### config.mk
export PLATFORM = sky130hd
export DESIGN_NAME = acc_proc_param_flat
export DESIGN_NICKNAME = d
export VERILOG_FILES = /design/src/rtl/acc_proc_param_if.sv /design/src/rtl/acc_proc_param.sv /design/src/flat_wrapper.sv
export SDC_FILE = /design/constraint.sdc
export NUM_CORES = 1
export LEC_CHECK = 0
export ABC_AREA = 1
export BUFFER_PORTS_ARGS = -buffer_cell sky130_fd_sc_hd__buf_4
export CAP_MARGIN = 5
export CORE_UTILIZATION = 55
export DETAILED_ROUTE_END_ITERATION = 10
export PLACE_DENSITY = 0.77
export SLEW_MARGIN = 20
export SYNTH_ARGS = -nofsm -noshare
export SYNTH_HDL_FRONTEND = slang
export SYNTH_SLANG_ARGS = --single-unit
### constraint.sdc
create_clock -name clk -period 6.5 [get_ports clk]
set_clock_uncertainty 0.05 [all_clocks]
set_input_delay 0.325 -clock clk [delete_from_list [all_inputs] [get_ports clk]]
set_output_delay 0.325 -clock clk [all_outputs]
set_load 0.005 [all_outputs]
### src/rtl/acc_proc_param_if.sv
// Instruction-stream handshake between an instruction source and the
// accumulator core. The core accepts an instruction on a rising edge
// where instr_valid && instr_ready.
interface acc_proc_param_if #(
    parameter int INSTR_W = 6
) ();
    logic [INSTR_W-1:0] instr;
    logic               instr_valid;
    logic               instr_ready;

    modport master (output instr, output instr_valid, input  instr_ready);
    modport slave  (input  instr, input  instr_valid, output instr_ready);
endinterface

### src/rtl/acc_proc_param.sv
// Parametrised accumulator processor: executes a valid/ready instruction
// stream against an accumulator, a small register file and the portin /
// portout ports. It has zero/carry flags, a DATA_W-cycle shift-add
// multiply that stalls the stream, and a HALT state left only by reset.
module acc_proc_param #(
    parameter int DATA_W = 4,
    parameter int NREGS  = 4
) (
    input  logic              clk,
    input  logic              rst_n,
    acc_proc_param_if.slave   bus,
    input  logic [DATA_W-1:0] portin,
    output logic [DATA_W-1:0] portout,
    output logic              out_valid,
    output logic [DATA_W-1:0] acc,
    output logic              zero,
    output logic              carry,
    output logic              halted
);
    localparam int REG_AW  = $clog2(NREGS);
    localparam int INSTR_W = 4 + REG_AW;
    localparam int CNT_W   = $clog2(DATA_W + 1);
    localparam logic [CNT_W-1:0] MUL_LAST = CNT_W'(DATA_W - 1);

    typedef enum logic [3:0] {
        OP_NOP  = 4'h0, OP_IN   = 4'h1, OP_OUT  = 4'h2, OP_LDR  = 4'h3,
        OP_STR  = 4'h4, OP_ADD  = 4'h5, OP_SUB  = 4'h6, OP_AND  = 4'h7,
        OP_OR   = 4'h8, OP_XOR  = 4'h9, OP_NOT  = 4'hA, OP_SHL  = 4'hB,
        OP_SHR  = 4'hC, OP_MUL  = 4'hD, OP_CLR  = 4'hE, OP_HALT = 4'hF
    } op_e;

    typedef enum logic [1:0] {S_RUN, S_MUL, S_HALT} state_e;

    state_e              state_q, state_d;
    logic [DATA_W-1:0]   regs [NREGS];

    // Multiplier working set: shifted multiplicand, remaining multiplier
    // bits and the running partial product.
    logic [2*DATA_W-1:0] mcand_q;
    logic [2*DATA_W-1:0] prod_q;
    logic [DATA_W-1:0]   mplier_q;
    logic [CNT_W-1:0]    cnt_q;

    op_e                 op;
    logic [REG_AW-1:0]   r;
    logic                accept;
    logic                mul_last;
    logic [DATA_W-1:0]   reg_val;
    logic [DATA_W:0]     sum;
    logic [DATA_W:0]     diff;
    logic [2*DATA_W-1:0] prod_final;

    logic [DATA_W-1:0]   acc_d;
    logic                carry_d;
    logic                acc_we;

    assign op       = op_e'(bus.instr[INSTR_W-1 -: 4]);
    assign r        = bus.instr[REG_AW-1:0];
    assign bus.instr_ready = rst_n && (state_q == S_RUN);
    assign accept   = bus.instr_valid && bus.instr_ready;
    assign mul_last = (state_q == S_MUL) && (cnt_q == MUL_LAST);
    assign halted   = (state_q == S_HALT);

    assign reg_val    = regs[r];
    assign sum        = {1'b0, acc} + {1'b0, reg_val};
    // The extra top bit of the difference is the borrow (reg > acc).
    assign diff       = {1'b0, acc} - {1'b0, reg_val};
    assign prod_final = prod_q + (mplier_q[0] ? mcand_q : '0);

    // State register.
    always_ff @(posedge clk or negedge rst_n) begin
        if (!rst_n) state_q <= S_RUN;
        else        state_q <= state_d;
    end

    // Next-state logic: MUL runs a fixed count, HALT is sticky.
    always_comb begin
        // NOTE: every combinational output gets a default first, so no path leaves it unassigned and no latch is inferred.
        state_d = state_q;
        unique case (state_q)
            S_RUN: begin
                if (accept && op == OP_MUL)  state_d = S_MUL;
                if (accept && op == OP_HALT) state_d = S_HALT;
            end
            S_MUL:   if (mul_last) state_d = S_RUN;
            S_HALT:  state_d = S_HALT;
            default: state_d = S_RUN;
        endcase
    end

    // Accumulator / carry update for single-cycle ops and MUL completion.
    always_comb begin
        acc_d   = acc;
        carry_d = carry;
        acc_we  = 1'b0;
        if (mul_last) begin
            acc_d   = prod_final[DATA_W-1:0];
            carry_d = |prod_final[2*DATA_W-1:DATA_W];
            acc_we  = 1'b1;
        end else if (accept) begin
            case (op)
                OP_IN:  begin acc_d = portin;              acc_we = 1'b1; end
                OP_LDR: begin acc_d = reg_val;             acc_we = 1'b1; end
                OP_ADD: begin {carry_d, acc_d} = sum;      acc_we = 1'b1; end
                OP_SUB: begin {carry_d, acc_d} = diff;     acc_we = 1'b1; end
                OP_AND: begin acc_d = acc & reg_val;       acc_we = 1'b1; end
                OP_OR:  begin acc_d = acc | reg_val;       acc_we = 1'b1; end
                OP_XOR: begin acc_d = acc ^ reg_val;       acc_we = 1'b1; end
                OP_NOT: begin acc_d = ~acc;                acc_we = 1'b1; end
                OP_SHL: begin
                    carry_d = acc[DATA_W-1];
                    acc_d   = acc << 1;
                    acc_we  = 1'b1;
                end
                OP_SHR: begin
                    carry_d = acc[0];
                    acc_d   = acc >> 1;
                    acc_we  = 1'b1;
                end
                OP_CLR: begin acc_d = '0; carry_d = 1'b0;  acc_we = 1'b1; end
                default: ;
            endcase
        end
    end

    // Architectural datapath state: accumulator, flags, port, registers.
    always_ff @(posedge clk or negedge rst_n) begin
        if (!rst_n) begin
            acc       <= '0;
            zero      <= 1'b0;
            carry     <= 1'b0;
            portout   <= '0;
            out_valid <= 1'b0;
            // NOTE: the register file is architecturally cleared by reset, so it is a reset flop array rather than a RAM.
            for (int i = 0; i < NREGS; i++) regs[i] <= '0;
        end else begin
            // NOTE: sequential state uses non-blocking assignments so every flop samples pre-edge values.
            acc       <= acc_d;
            carry     <= carry_d;
            if (acc_we) zero <= (acc_d == '0);
            out_valid <= accept && (op == OP_OUT);
            if (accept && op == OP_OUT) portout <= acc;
            if (accept && op == OP_STR) regs[r] <= acc;
        end
    end

    // Shift-add multiplier: snapshot operands at accept, one bit per cycle.
    always_ff @(posedge clk or negedge rst_n) begin
        if (!rst_n) begin
            mcand_q  <= '0;
            prod_q   <= '0;
            mplier_q <= '0;
            cnt_q    <= '0;
        end else if (accept && op == OP_MUL) begin
            mcand_q  <= {{DATA_W{1'b0}}, acc};
            mplier_q <= reg_val;
            prod_q   <= '0;
            cnt_q    <= '0;
        end else if (state_q == S_MUL) begin
            prod_q   <= prod_final;
            mcand_q  <= mcand_q << 1;
            mplier_q <= mplier_q >> 1;
            cnt_q    <= cnt_q + 1'b1;
        end
    end
endmodule

### src/flat_wrapper.sv
// flat-port wrapper written by rule: the top's interface ports become plain ports
module acc_proc_param_flat 
#(
    parameter int DATA_W = 4,
    parameter int NREGS  = 4
)
  (clk, rst_n, portin, portout, out_valid, acc, zero, carry, halted, bus_instr, bus_instr_valid, bus_instr_ready);
  acc_proc_param_if #(.INSTR_W(6)) bus_i ();
  input  logic clk;
  input  logic rst_n;
  input  logic [DATA_W-1:0] portin;
  output logic [DATA_W-1:0] portout;
  output logic out_valid;
  output logic [DATA_W-1:0] acc;
  output logic zero;
  output logic carry;
  output logic halted;
  input wire logic [$bits(bus_i.instr)-1:0] bus_instr;
  input wire logic [$bits(bus_i.instr_valid)-1:0] bus_instr_valid;
  output wire logic [$bits(bus_i.instr_ready)-1:0] bus_instr_ready;
  assign bus_i.instr = bus_instr;
  assign bus_i.instr_valid = bus_instr_valid;
  assign bus_instr_ready = bus_i.instr_ready;
  acc_proc_param #(.DATA_W(DATA_W), .NREGS(NREGS)) u_core (.clk(clk), .rst_n(rst_n), .bus(bus_i), .portin(portin), .portout(portout), .out_valid(out_valid), .acc(acc), .zero(zero), .carry(carry), .halted(halted));
endmodule
Word-level counts from Yosys, hierarchy flattened
Index checks and enable logic that the tools add are counted.
Operators by class
  equal/unequal tests: 20
  add/sub/neg operators: 4
  reductions and logical operators: 17
  mux-type cells: 28
  magnitude comparators: 2
  bitwise logic cells: 5
Operators with widths (number)
  4-bit case mux with 11 select lines: 1
  8-bit two-way mux: 5
  4-bit == test, second input constant: 8
  4-bit two-way mux: 7
  16-bit bitwise mux: 1
  4-bit by 3-bit == test with 1-bit output, second input constant: 4
  11-bit OR reduction: 1
  8-bit adder: 1
  4-bit binary-select mux with 2-bit select: 1
  4-bit demux with 2-bit select: 1
  4-bit by 2-bit == test with 1-bit output, second input constant: 2
  1-bit logical AND: 8
  2-bit two-way mux: 3
  3-bit two-way mux: 2
  2-bit case mux with 3 select lines: 1
  6-bit nonzero test: 1
  4-bit by 4-bit adder with 5-bit output: 1
  1-bit two-way mux: 5
  1-bit case mux with 5 select lines: 1
  4-bit by 4-bit subtractor with 5-bit output: 1
  4-bit bitwise AND: 1
  4-bit by 1-bit == test with 1-bit output, second input constant: 1
  4-bit logical NOT: 1
  4-bit inverter: 1
  15 further kinds: 17
Storage, ports and cells
  output and inout bits: 13
  flip-flop bits (word level): 52

Longest topological paths before layout
  depth after elaboration: 9
  mapped depth: 19
  gate-level depth less buffers: 19

Worst setup path before layout
OpenSTA, ideal clock, no wires.
  kind: input -> register
  start: input bus_instr[1]
  end: register u_core.zero
  setup time: 0.065 ns
  arrival time: 2.158 ns
  slack: 4.227 ns
  stages on the path: 15
  buffers on the path: 0
  cells stage by stage: inv_1 -> nor2_1 -> nand2_1 -> nand2_1 -> nor2_1 -> inv_1 -> fa_1 -> or2_2 -> nand3_1 -> nand3_1 -> nor2_1 -> nand3_1 -> a21oi_1 -> nand2_1 -> nand2_1
Between the ends
  cells in the longest elaborated chain, start to end: 9
RTL lines
  start, declared: line flat_wrapper.sv:18  | input wire logic [$bits(bus_i.instr)-1:0] bus_instr;
  2-bit inverter with 3-bit output (implied by the code) (*): line acc_proc_param.sv:64  | assign reg_val = regs[r];
  4-bit binary-select mux with 2-bit select (*): line acc_proc_param.sv:64
  4-bit two-way mux (implied by the code) (*) (2 in series): line acc_proc_param.sv:64
  4-bit by 4-bit subtractor with 5-bit output, or another cell as far along: line acc_proc_param.sv:67  | assign diff = {1'b0, acc} - {1'b0, reg_val};
  4-bit case mux with 11 select lines (*): line acc_proc_param.sv:101  | case (op)
  4-bit two-way mux (*): line acc_proc_param.sv:100  | end else if (accept) begin
  4-bit two-way mux (*): line acc_proc_param.sv:96  | if (mul_last) begin
  4-bit logical NOT (*): line acc_proc_param.sv:140  | if (acc_we) zero <= (acc_d == '0);
  end signal, assigned: line acc_proc_param.sv:140
  end, declared: line acc_proc_param.sv:16  | output logic zero,
Every way passes the cells marked *; elsewhere a longest branch is shown, timed or not. The select of a mux whose other input is x is not followed.
A chain may end at the register's enable or synchronous reset.

Worst setup path after layout
  start: register u_core.regs[1] in the netlist's numbering
  end: register u_core.zero
Between the ends
  cells in the longest elaborated chain, start to end: 8
RTL lines
  start, declared: line acc_proc_param.sv:35  | logic [DATA_W-1:0] regs [NREGS];
  start signal, assigned by index: line acc_proc_param.sv:143  | if (accept && op == OP_STR) regs[r] <= acc;
  4-bit binary-select mux with 2-bit select (*): line acc_proc_param.sv:64
  4-bit two-way mux (implied by the code) (*) (2 in series): line acc_proc_param.sv:64
  4-bit by 4-bit subtractor with 5-bit output, or another cell as far along: line acc_proc_param.sv:67
  4-bit case mux with 11 select lines (*): line acc_proc_param.sv:101
  4-bit two-way mux (*): line acc_proc_param.sv:100
  4-bit two-way mux (*): line acc_proc_param.sv:96
  4-bit logical NOT (*): line acc_proc_param.sv:140
Marks and branches as above.

==> reports/metrics.cfg <==
[clock_tree]
clk_path_buf_depth = 2
root_buffer = clkbuf_8
postCtsSetupRepairBufs = 0
clkTransAtPathRegs_ns = 0.11
htreeDepth = 2
ctsResizeCount = 0
numCtsBuffers = 5
tritoncts = yes
cts_sinks = 52
clk_latency_ns = 0.32
hold_buffers = 0

[placement]
io_buffers = 25
placed_area_um2 = 3650
gp_congestion = 1.01
dp_cells = 558
post-place-ws_ns = 3.76
dp_hpwl_um = 6370

[cells_and_area]
layout.nets = 529
num_antenna_cells = 0
seqCellArea_um2 = 1300
final_layout_size_suffix_gt1_share_pct = 11.4
syn2layout_area_growth_pct = 10.8
final_area_um2 = 3750
stdcell_count = 566
multiInputGateArea_um2 = 1830
nFillCells = 551

[worst_setup_path]
timing.rr.start = u_core.regs[1]$_DFFE_PN0P_
worstPathArrival_ns = 2.74
cp_cell_sequence = nand2_1 -> nand2_1 -> nor2_1 -> inv_1 -> fa_1 -> or2_2 -> nand3_1 -> nand3_1 -> nor2_1 -> nand3_1 -> a21oi_1 -> nand2_1 -> nand2_1
max_stage_delay_ns = 0.43
worstReg2RegEnd = u_core.zero$_DFFE_PN0P_
worst-path-max-fanout = 5
start_kind = register
required_ns = 6.72
r2r_slack_ns = 3.98
path_class = reg2reg
endpoint_kind = register
critical_path.slowest_cell = fa_1
rr_worst_depth = 13
crit_top_cell = nand2_1

[drt]
vias = 3159
via_per_inst = 5.58
wl_um = 8620
dr.pass1.iters = 5
wl_per_cell_um = 15.2
ant_nets = 0
drt_iter0_markers = 304
drc = 0

[pwr]
p_leak_nw = 1.98
power_mw = 1.16
p_per_area_nw_per_um2 = 310
ir_worst_vdd_mv = 0.183

[die]
die-area_um2 = 6470
ios = 26
die_h_um = 80.4
start_util_pct = 57.2
die_w_um = 80.4
coreArea_um2 = 5920
num_rows = 28

[timing]
hold_slack_ns = -0.0300
setup_viol = 0
slew_headroom_pct = 48.8
period_needed_ns = 2.52
tns_ns = 0
rsz0062_at_grt = false
fmax_mhz = 396
worst_pin_slew_ns = 0.767
hold_viol_final = 16
layout_setup_ws_ns = 3.98
drv_slew = 0
fin_crit_sh_pct = 38.8

[yosys]
netlist_area_um2 = 3380
avgSynthCellArea_um2 = 7.34
synth-compound-area-share_pct = 11.7
synth_edf_count = 0
yosys.area_share.simple_pct = 30.8
synth_nets = 500
ys_ff_latch = 52
yosysWarningCount = 0
synth.distinct_cells = 35
yosysSeqAreaShare_pct = 38.4
ys.flop_type = dfrtp_1
synthMuxAreaShare_pct = 0
synth_top_family_by_area = simple AND/OR/NAND/NOR gates
ys_async_sr_fraction_pct = 100
syn_inst = 461
synth_xor_area_share_pct = 1.29
synthAdderAreaFrac_pct = 10.3

[run]
maxCapViolations = 0

[global_route]
antenna_found_initial = 0
grt_usage_pct = 29.0
grt_max_degree = 55
grt_pass1_wl_um = 14200
grt_pass1_vias = 2971
overflow = 0

[status]
violations = hold timing
outcome = complete, but fails checks

[hold_path]
hold_class = in2async

[metal layers]
metal	global-route usage [%]	part of all wire, %	vias to the layer above
met5	0	0	-
met4	6.96	1.3	0
met3	4.09	4.9	11
met2	47.8	46	106
met1	40.1	47	1507
li1	-	-	1535
[through the flow]
stage	utilization [%]	hold slack [ns]
after floorplan	-	-0.0206
after global placement	61.7	0.367
after detailed placement	61.7	0.368
after CTS	63.3	0.0233
after global routing	63.3	0.0427
final	63.3	-0.0300
[power by group]
part | leakage, nW | internal [mW] | switching, mW
clock | 0.0423 | 0.0787 | 0.123
combinational | 1.24 | 0.178 | 0.293
sequential | 0.692 | 0.408 | 0.0820
[synth_stat cells, types with 4 or more instances]
| cell type | n | share of area, % |
|---|---|---|
| nand2_1 | 147 | 16 |
| inv_2 | 4 | 0.44 |
| o21ai_0 | 29 | 4.3 |
| a21oi_1 | 16 | 2.4 |
| o22ai_1 | 5 | 0.92 |
| dfrtp_1 | 52 | 38 |
| ha_1 | 23 | 8.5 |
| nor2_2 | 5 | 0.92 |
| inv_1 | 57 | 6.3 |
| nor2_1 | 42 | 4.7 |
| nand3_1 | 24 | 3.5 |
| nand4_1 | 7 | 1.3 |
[cells by family (layout without fill, tap and decap cells)]
family / count (synthesis) / in the layout
simple gates: 243 / 243
compound gates: 68 / 68
buf+inv: 67 / 97
flops: 52 / 52
fa+ha+maj: 26 / 26
xor+xnor: 5 / 5
[critical path, delay by kind of cell (launching register included)]
kind / cells / cell delay, ns
AND/OR/NAND/NOR: 10 / 1.27
buffers and inverters: 1 / 0.19
flip-flops: 1 / 0.41
AO/OA/AOI/OAI: 1 / 0.14
adder cells (fa/ha/maj): 1 / 0.43
[state kept, by name, indices dropped and copies added, names as in the netlist]
signal	cells
u_core.mplier_q	4
u_core.mcand_q	8
u_core.portout	4
u_core.acc	4
u_core.prod_q	8
u_core.out_valid	1
u_core.carry	1
u_core.regs	16
u_core.zero	1
u_core.state_q	2
u_core.cnt_q	3
[cells in the final DEF (no fill, tap or decap), drive strengths merged, types with 4 or more instances in the layout]
cell and n:
o22ai 5, nand2 150, dfrtp 52, nor3 6, nand4 8, clkbuf 5, or2 4, o21ai 33
ha 23, nand3 24, buf 25, inv 62, a21oi 16, nor2 49
[worst max path at each step]
stage / slack (ns) / start / to / cells past startpoint
3_5_place_dp: 3.76 / bus_instr[1] / u_core.zero$_DFFE_PN0P_ / 16
6_report: 3.98 / u_core.regs[1]$_DFFE_PN0P_ / u_core.zero$_DFFE_PN0P_ / 13
3_3_place_gp: 3.88 / bus_instr[0] / u_core.zero$_DFFE_PN0P_ / 16
2_1_floorplan: 4.23 / bus_instr[1] / u_core.zero$_DFFE_PN0P_ / 15
4_1_cts: 3.99 / u_core.regs[1]$_DFFE_PN0P_ / u_core.zero$_DFFE_PN0P_ / 13
5_1_grt: 3.74 / u_core.regs[1]$_DFFE_PN0P_ / u_core.zero$_DFFE_PN0P_ / 13
[cell type report]
type                    count  area share [%]
clock buffers               5            1.84
clock inverters             3           0.701
inverters                  64            6.41
multi-input cells         342            48.8
flip-flops and latches     52            34.7
well taps                  75            2.50
repair buffers             25            5.01
Power figures use the tool's default switching activity.
